==> config.mk <==
export PLATFORM = sky130hd
export DESIGN_NAME = spi_master_mode
export DESIGN_NICKNAME = d
export VERILOG_FILES = /design/src/rtl/spi_pkg.sv /design/src/rtl/spi_sck_gen.sv /design/src/rtl/spi_master_mode.sv
export SDC_FILE = /design/constraint.sdc
export NUM_CORES = 1
export LEC_CHECK = 0
export ABC_AREA = 1
export BUFFER_PORTS_ARGS = -buffer_cell sky130_fd_sc_hd__buf_2
export CORE_MARGIN = 4
export CORE_UTILIZATION = 55
export CTS_CLUSTER_DIAMETER = 120
export DETAILED_ROUTE_END_ITERATION = 8
export GPL_ROUTABILITY_DRIVEN = 0
export HOLD_SLACK_MARGIN = 0.05
export PLACE_DENSITY = 0.85
export SLEW_MARGIN = 20
export SYNTH_ARGS = -nofsm -noshare
export SYNTH_HDL_FRONTEND = slang
export SYNTH_SLANG_ARGS = --single-unit
==> constraint.sdc <==
create_clock -name clk -period 2.9 [get_ports clk]
set_clock_uncertainty 0.05 [all_clocks]
set_input_delay 0.29 -clock clk [delete_from_list [all_inputs] [get_ports clk]]
set_output_delay 0.29 -clock clk [all_outputs]
set_load 0.1 [all_outputs]
==> src/rtl/spi_pkg.sv <==
// spi_pkg: shared state, mode and timing definitions for the SPI master
package spi_pkg;
  typedef enum logic [2:0] {IDLE, SETUP, TRANSFER, HOLD, DONE} spi_state_t;
  typedef struct packed {
    logic cpol;
    logic cpha;
    logic lsb_first;
  } spi_mode_t;
  localparam int MIN_HALF = 2;
endpackage

==> src/rtl/spi_sck_gen.sv <==
// spi_sck_gen: half-period timer emitting one tick per SCK edge plus the edge index
module spi_sck_gen #(
  parameter int DIV_WIDTH = 8,
  parameter int EDGE_WIDTH = 6
) (
  input  logic                  clk,
  input  logic                  rst_n,
  input  logic                  en,
  input  logic [DIV_WIDTH:0]    half,
  output logic                  tick,
  output logic [EDGE_WIDTH-1:0] edge_n,
  output logic                  leading
);
  logic [DIV_WIDTH:0] cnt;
  logic [EDGE_WIDTH-1:0] ticks;
  assign tick = en && cnt == half - 1'b1;
  assign edge_n = ticks + 1'b1;
  assign leading = edge_n[0];
  always_ff @(posedge clk) begin
    if (!rst_n || !en) begin
      cnt <= '0;
      ticks <= '0;
    end else if (tick) begin
      cnt <= '0;
      ticks <= ticks + 1'b1;
    end else begin
      cnt <= cnt + 1'b1;
    end
  end
endmodule

==> src/rtl/spi_master_mode.sv <==
// spi_master_mode: CPOL/CPHA-configurable SPI master with run-time length, divider and bit order
module spi_master_mode
  import spi_pkg::*;
#(
  parameter int DATA_WIDTH = 16,
  parameter int NUM_CS = 4,
  parameter int DIV_WIDTH = 8,
  localparam int CW = NUM_CS > 1 ? $clog2(NUM_CS) : 1,
  localparam int LW = $clog2(DATA_WIDTH) + 1
) (
  input  logic                  clk,
  input  logic                  rst_n,
  input  logic                  start,
  input  logic                  cpol,
  input  logic                  cpha,
  input  logic                  lsb_first,
  input  logic [CW-1:0]         cs_sel,
  input  logic [LW-1:0]         len,
  input  logic [DIV_WIDTH-1:0]  clk_div,
  input  logic [DATA_WIDTH-1:0] data_in,
  output logic                  busy,
  output logic                  done,
  output logic                  err,
  output logic [DATA_WIDTH-1:0] data_out,
  output logic                  spi_sck,
  output logic                  spi_mosi,
  output logic [NUM_CS-1:0]     spi_cs_n,
  input  logic                  spi_miso
);
  localparam int HW = DIV_WIDTH + 1;
  localparam int EW = $clog2(2 * DATA_WIDTH + 2);
  localparam logic [LW-1:0] DW_L = LW'(DATA_WIDTH);
  spi_state_t state;
  spi_mode_t mode_q;
  logic bad_q, cs_ok, en, tick, leading, sample, shift, last;
  logic [LW-1:0] len_q, len_eff;
  logic [HW-1:0] half_q, half_eff;
  logic [DATA_WIDTH-1:0] sh, sh0, rx;
  logic [EW-1:0] edge_n;
  function automatic logic head(input logic [DATA_WIDTH-1:0] s, input logic l);
    return l ? s[0] : s[DATA_WIDTH-1];
  endfunction
  function automatic logic [DATA_WIDTH-1:0] adv(input logic [DATA_WIDTH-1:0] s, input logic l);
    return l ? s >> 1 : s << 1;
  endfunction
  assign len_eff = (len == '0 || len > DW_L) ? DW_L : len;
  assign half_eff = clk_div == '0 ? HW'(MIN_HALF) : HW'(clk_div) + 1'b1;
  assign cs_ok = int'(cs_sel) < NUM_CS;
  // MSB-first words are left-aligned so the active MSB sits at the top of the shifter
  assign sh0 = lsb_first ? data_in : data_in << (DW_L - len_eff);
  assign en = !bad_q && (state == SETUP || state == TRANSFER || state == HOLD);
  assign last = edge_n == EW'({len_q, 1'b0});
  assign sample = leading ^ mode_q.cpha;
  assign shift = mode_q.cpha ? leading : !leading && !last;
  spi_sck_gen #(.DIV_WIDTH(DIV_WIDTH), .EDGE_WIDTH(EW)) u_sck (
    .clk(clk),
    .rst_n(rst_n),
    .en(en),
    .half(half_q),
    .tick(tick),
    .edge_n(edge_n),
    .leading(leading)
  );
  always_ff @(posedge clk) begin
    if (!rst_n) begin
      state <= IDLE;
      mode_q <= '0;
      bad_q <= 1'b0;
      len_q <= DW_L;
      half_q <= HW'(MIN_HALF);
      sh <= '0;
      rx <= '0;
      busy <= 1'b0;
      done <= 1'b0;
      err <= 1'b0;
      data_out <= '0;
      spi_sck <= 1'b0;
      spi_mosi <= 1'b0;
      spi_cs_n <= '1;
    end else begin
      done <= 1'b0;
      err <= 1'b0;
      case (state)
        IDLE: begin
          spi_sck <= cpol;
          spi_mosi <= 1'b0;
          spi_cs_n <= '1;
          if (start) begin
            state <= SETUP;
            busy <= 1'b1;
            mode_q <= {cpol, cpha, lsb_first};
            bad_q <= !cs_ok;
            len_q <= len_eff;
            half_q <= half_eff;
            rx <= '0;
            sh <= cpha ? sh0 : adv(sh0, lsb_first);
            spi_mosi <= cs_ok && !cpha && head(sh0, lsb_first);
            spi_cs_n <= cs_ok ? ~(NUM_CS'(1) << cs_sel) : '1;
          end
        end
        SETUP, TRANSFER: begin
          if (bad_q) begin
            state <= DONE;
            busy <= 1'b0;
            done <= 1'b1;
            err <= 1'b1;
          end else if (tick) begin
            spi_sck <= ~spi_sck;
            state <= last ? HOLD : TRANSFER;
            if (sample)
              rx <= mode_q.lsb_first ? {spi_miso, rx[DATA_WIDTH-1:1]} : {rx[DATA_WIDTH-2:0], spi_miso};
            if (shift) begin
              spi_mosi <= head(sh, mode_q.lsb_first);
              sh <= adv(sh, mode_q.lsb_first);
            end
          end
        end
        HOLD: begin
          if (tick) begin
            state <= DONE;
            busy <= 1'b0;
            done <= 1'b1;
            spi_cs_n <= '1;
            spi_mosi <= 1'b0;
            spi_sck <= mode_q.cpol;
            data_out <= mode_q.lsb_first ? rx >> (DW_L - len_q) : rx;
          end
        end
        DONE: state <= IDLE;
        default: state <= IDLE;
      endcase
    end
  end
endmodule

==> metrics <==
vias in the first global route 6479; final hold viol count 0; Starting Density 0.573; WL/cell 12.9 µm; status finished clean; combinational share of power 0.540; die area 13900 µm²; Arr. time, crit path 2.66 ns; min Tclk post-route 2.46 ns; Rel. slew slack 0.591; CP max stage delay 0.35 ns; Tightest Hold Check Type input port to flip-flop; die width 118 µm; Worst setup EP type flip-flop; Switch Pwr 3030 µW; sw frac 0.498; Std-Cell Rows 39; CP max stage cell dfxtp_1; fillers 1149; cell count after synthesis 1149; DR pass1 iterations 5; Slew Viols, Final 0; clk slew on worst S/H paths 0.07 ns; Die Ht 118 µm; leakage power 0.00360 µW; initial antenna violation count 0; WHS Endpoint mode_q[2]; RSZ-0062 raised after global routing false; CTS Buffer Depth 2; synthesis-to-layout area growth 9.95%; Tightest Pin Transition 0.613 ns; Crit Path Category flip-flop to flip-flop; Netlist cell types 42; most frequent cells in the layout nand2_1 (371), nand3_1 (147), nor2_1 (120); start point of the worst hold path cpol; WP buf/inv 2; Int Power 3060 µW; Skew-Pair Late Insertion Delay 0.36 ns; clk sinks 91; DP Area 7030 µm²; core area 11600 µm²; r2r endpoint rx[1]; share of cells above drive strength 1 0.0992; VDD IR max 0.573 mV; most common cell after layout, fill and taps aside nand2_1; via count 7372; Post-DP HPWL 12500 µm; synthesized area 6650 µm²; synth warn 0; PortBufs 61; synthesized net count 1195; CP startpoint kind flip-flop; I/O pin total 63; total power per unit cell area 833 nW/µm²; # diodes 0; CTS root buf clkbuf_16; CP cell instances inv_1 > ha_1 > inv_1 > nand2_1 > nand2_1 > nand2_1 > nor2_1 > nand2_1 > nor2_1 > nand4_4 > nand2_4 > nand3_4 > o21ai_0 > nor2_1; #FFs+latches synth 91; CP dominant cell by count nand2_1; Remaining DRCs 0; Max Freq 406 MHz; post-DR vias/cell 5.53; setup_tns 0 ns; 1st-iter DRT viols 723; sequential area share after synthesis 0.274; Reg2Reg Depth 14; Post-CTS Repair Setup Buffers 0; largest net degree at the start of global routing 60; top post-synthesis cells by area dfxtp_1 (27%), nand2_1 (21%), nand3_1 (11%), nor2_1 (6.8%), o21ai_0 (6.2%); Final #Nets 1231; cts repair resizes 0; H-tree levels 3; clock power share 0.187; Final Instance Area 7310 µm²; total gr overflow 0; Synth area leader dfxtp_1; worst reg-to-reg setup slack 0.44 ns; cts hold-fix bufs 0; required time of the worst setup path 3.10 ns; TritonCTS Buffers 9; Worst R2R Start half_q[0]; worst hold stages 3; Yosys top cell area share 0.274; overall routing resource usage 0.245; syn_area_per_cell 5.79 µm²; Finish-stage setup viols 0; Top delay family on crit path simple AND/OR/NAND/NOR gates; CTS tree built; Critical Path Fanout Max 28; first-pass GRT wire length 29100 µm; DRT Wirelength 17100 µm; Max-Cap Viols 0; crit share post-route 0.849; Flop pwr share 0.273; Routed Antenna Nets 0
synth_stat cells:
| library cell | count |
|---|---|
| clkinv_1 | 4 |
| or2_1 | 1 |
| inv_1 | 108 |
| buf_2 | 14 |
| o21ai_2 | 1 |
| nand3_2 | 2 |
| o22ai_1 | 2 |
| xnor2_1 | 5 |
| buf_4 | 3 |
| a21oi_1 | 74 |
| nor2_2 | 5 |
| o21a_1 | 1 |
| nand3_1 | 147 |
| a211oi_1 | 1 |
| buf_6 | 3 |
| nand2_2 | 1 |
| o211a_1 | 10 |
| o21ai_0 | 83 |
| conb_1 | 1 |
| nor3_1 | 1 |
| buf_1 | 3 |
| dfxtp_1 | 91 |
| nor3b_1 | 2 |
| nand3b_1 | 2 |
| a31oi_1 | 1 |
| nand4_1 | 11 |
| o211ai_1 | 9 |
| or2_2 | 5 |
| a21boi_0 | 1 |
| nand2_4 | 1 |
| nor2_1 | 120 |
| xor2_1 | 11 |
| nand2_1 | 371 |
| o21ai_1 | 2 |
| clkbuf_1 | 34 |
| nand3_4 | 1 |
| nor4_1 | 1 |
| mux2i_1 | 3 |
| inv_2 | 3 |
| ha_1 | 8 |
| nand4_4 | 1 |
| a221oi_1 | 1 |
through the flow:
stage | instances | total power (µW) | utilization | hold WS [ns] | setup WS [ns]
2_1_floorplan | 1149 | 4270 | - | 0.375 | 0.109
3_3_place_gp | 1317 | 4850 | 0.605 | 0.381 | 0.241
3_5_place_dp | 1317 | 4900 | 0.605 | 0.393 | 0.152
4_1_cts | 1333 | 6060 | 0.629 | 0.143 | 0.446
5_1_grt | 1333 | 6600 | 0.629 | 0.145 | 0.215
6_report | 1333 | 6090 | 0.629 | 0.147 | 0.437
worst register-to-register path, cell delays in order (launching register included):
cell,delay [ns]
dfxtp_1,0.35
inv_1,0.08
ha_1,0.31
inv_1,0.06
nand2_1,0.04
nand2_1,0.05
nand2_1,0.05
nor2_1,0.09
nand2_1,0.06
nor2_1,0.19
nand4_4,0.22
nand2_4,0.18
nand3_4,0.28
o21ai_0,0.28
nor2_1,0.06
state kept, by name, summed over array words and instances, names as in the netlist, 3 cells and up:
signal and flops:
mode_q 3, u_sck.cnt 9, half_q 9, data_out 16
sh 16, u_sck.ticks 6, state 3, len_q 5
rx 16, spi_cs_n 4
cells by family after synthesis:
logic type,synth area share
DFF,0.274
muxes,0.00452
buffers and inverters,0.105
and+or+nand+nor,0.426
adders and majority gates,0.0151
AOI/OAI and AO/OA,0.154
xor gates and xnor gates,0.0211
other,0.000564
worst max-delay path by stage:
stage / startpoint / end / slack (ns) / cells past startpoint
after floorplan: len[0] / sh[10] / 0.11 / 22
after global placement: len[0] / spi_mosi / 0.24 / 18
after detailed placement: len[0] / spi_mosi / 0.15 / 18
after CTS: half_q[0] / rx[1] / 0.45 / 14
after global routing: len[0] / spi_mosi / 0.21 / 18
final: half_q[0] / rx[1] / 0.44 / 14
power groups by stage:
stage	Clock, µW	Sequential (µW)	Combinational [µW]
2_1_floorplan	0	1930	2340
3_3_place_gp	0	1680	3170
3_5_place_dp	0	1680	3220
4_1_cts	1150	1660	3240
5_1_grt	1210	1690	3700
6_report	1140	1660	3290
per-layer routing:
layer,GRT usage,vias up,share of wire
li1,-,3781,-
met1,0.326,3319,0.45
met2,0.396,237,0.46
met3,0.0413,35,0.063
met4,0.0938,0,0.023
met5,0,-,0
layout make-up:
cell class | count | area [µm²] | share of cell area
Sequential cell | 91 | 1820 | 0.249
Clock inverter | 7 | 60.1 | 0.00821
Timing Repair Buffer | 82 | 463 | 0.0633
Multi-Input combinational cell | 886 | 4130 | 0.565
Clock buffer | 9 | 225 | 0.0308
Tap cell | 143 | 179 | 0.0245
Inverter | 115 | 432 | 0.0590
Note: power is estimated with default switching activity, not from simulation.
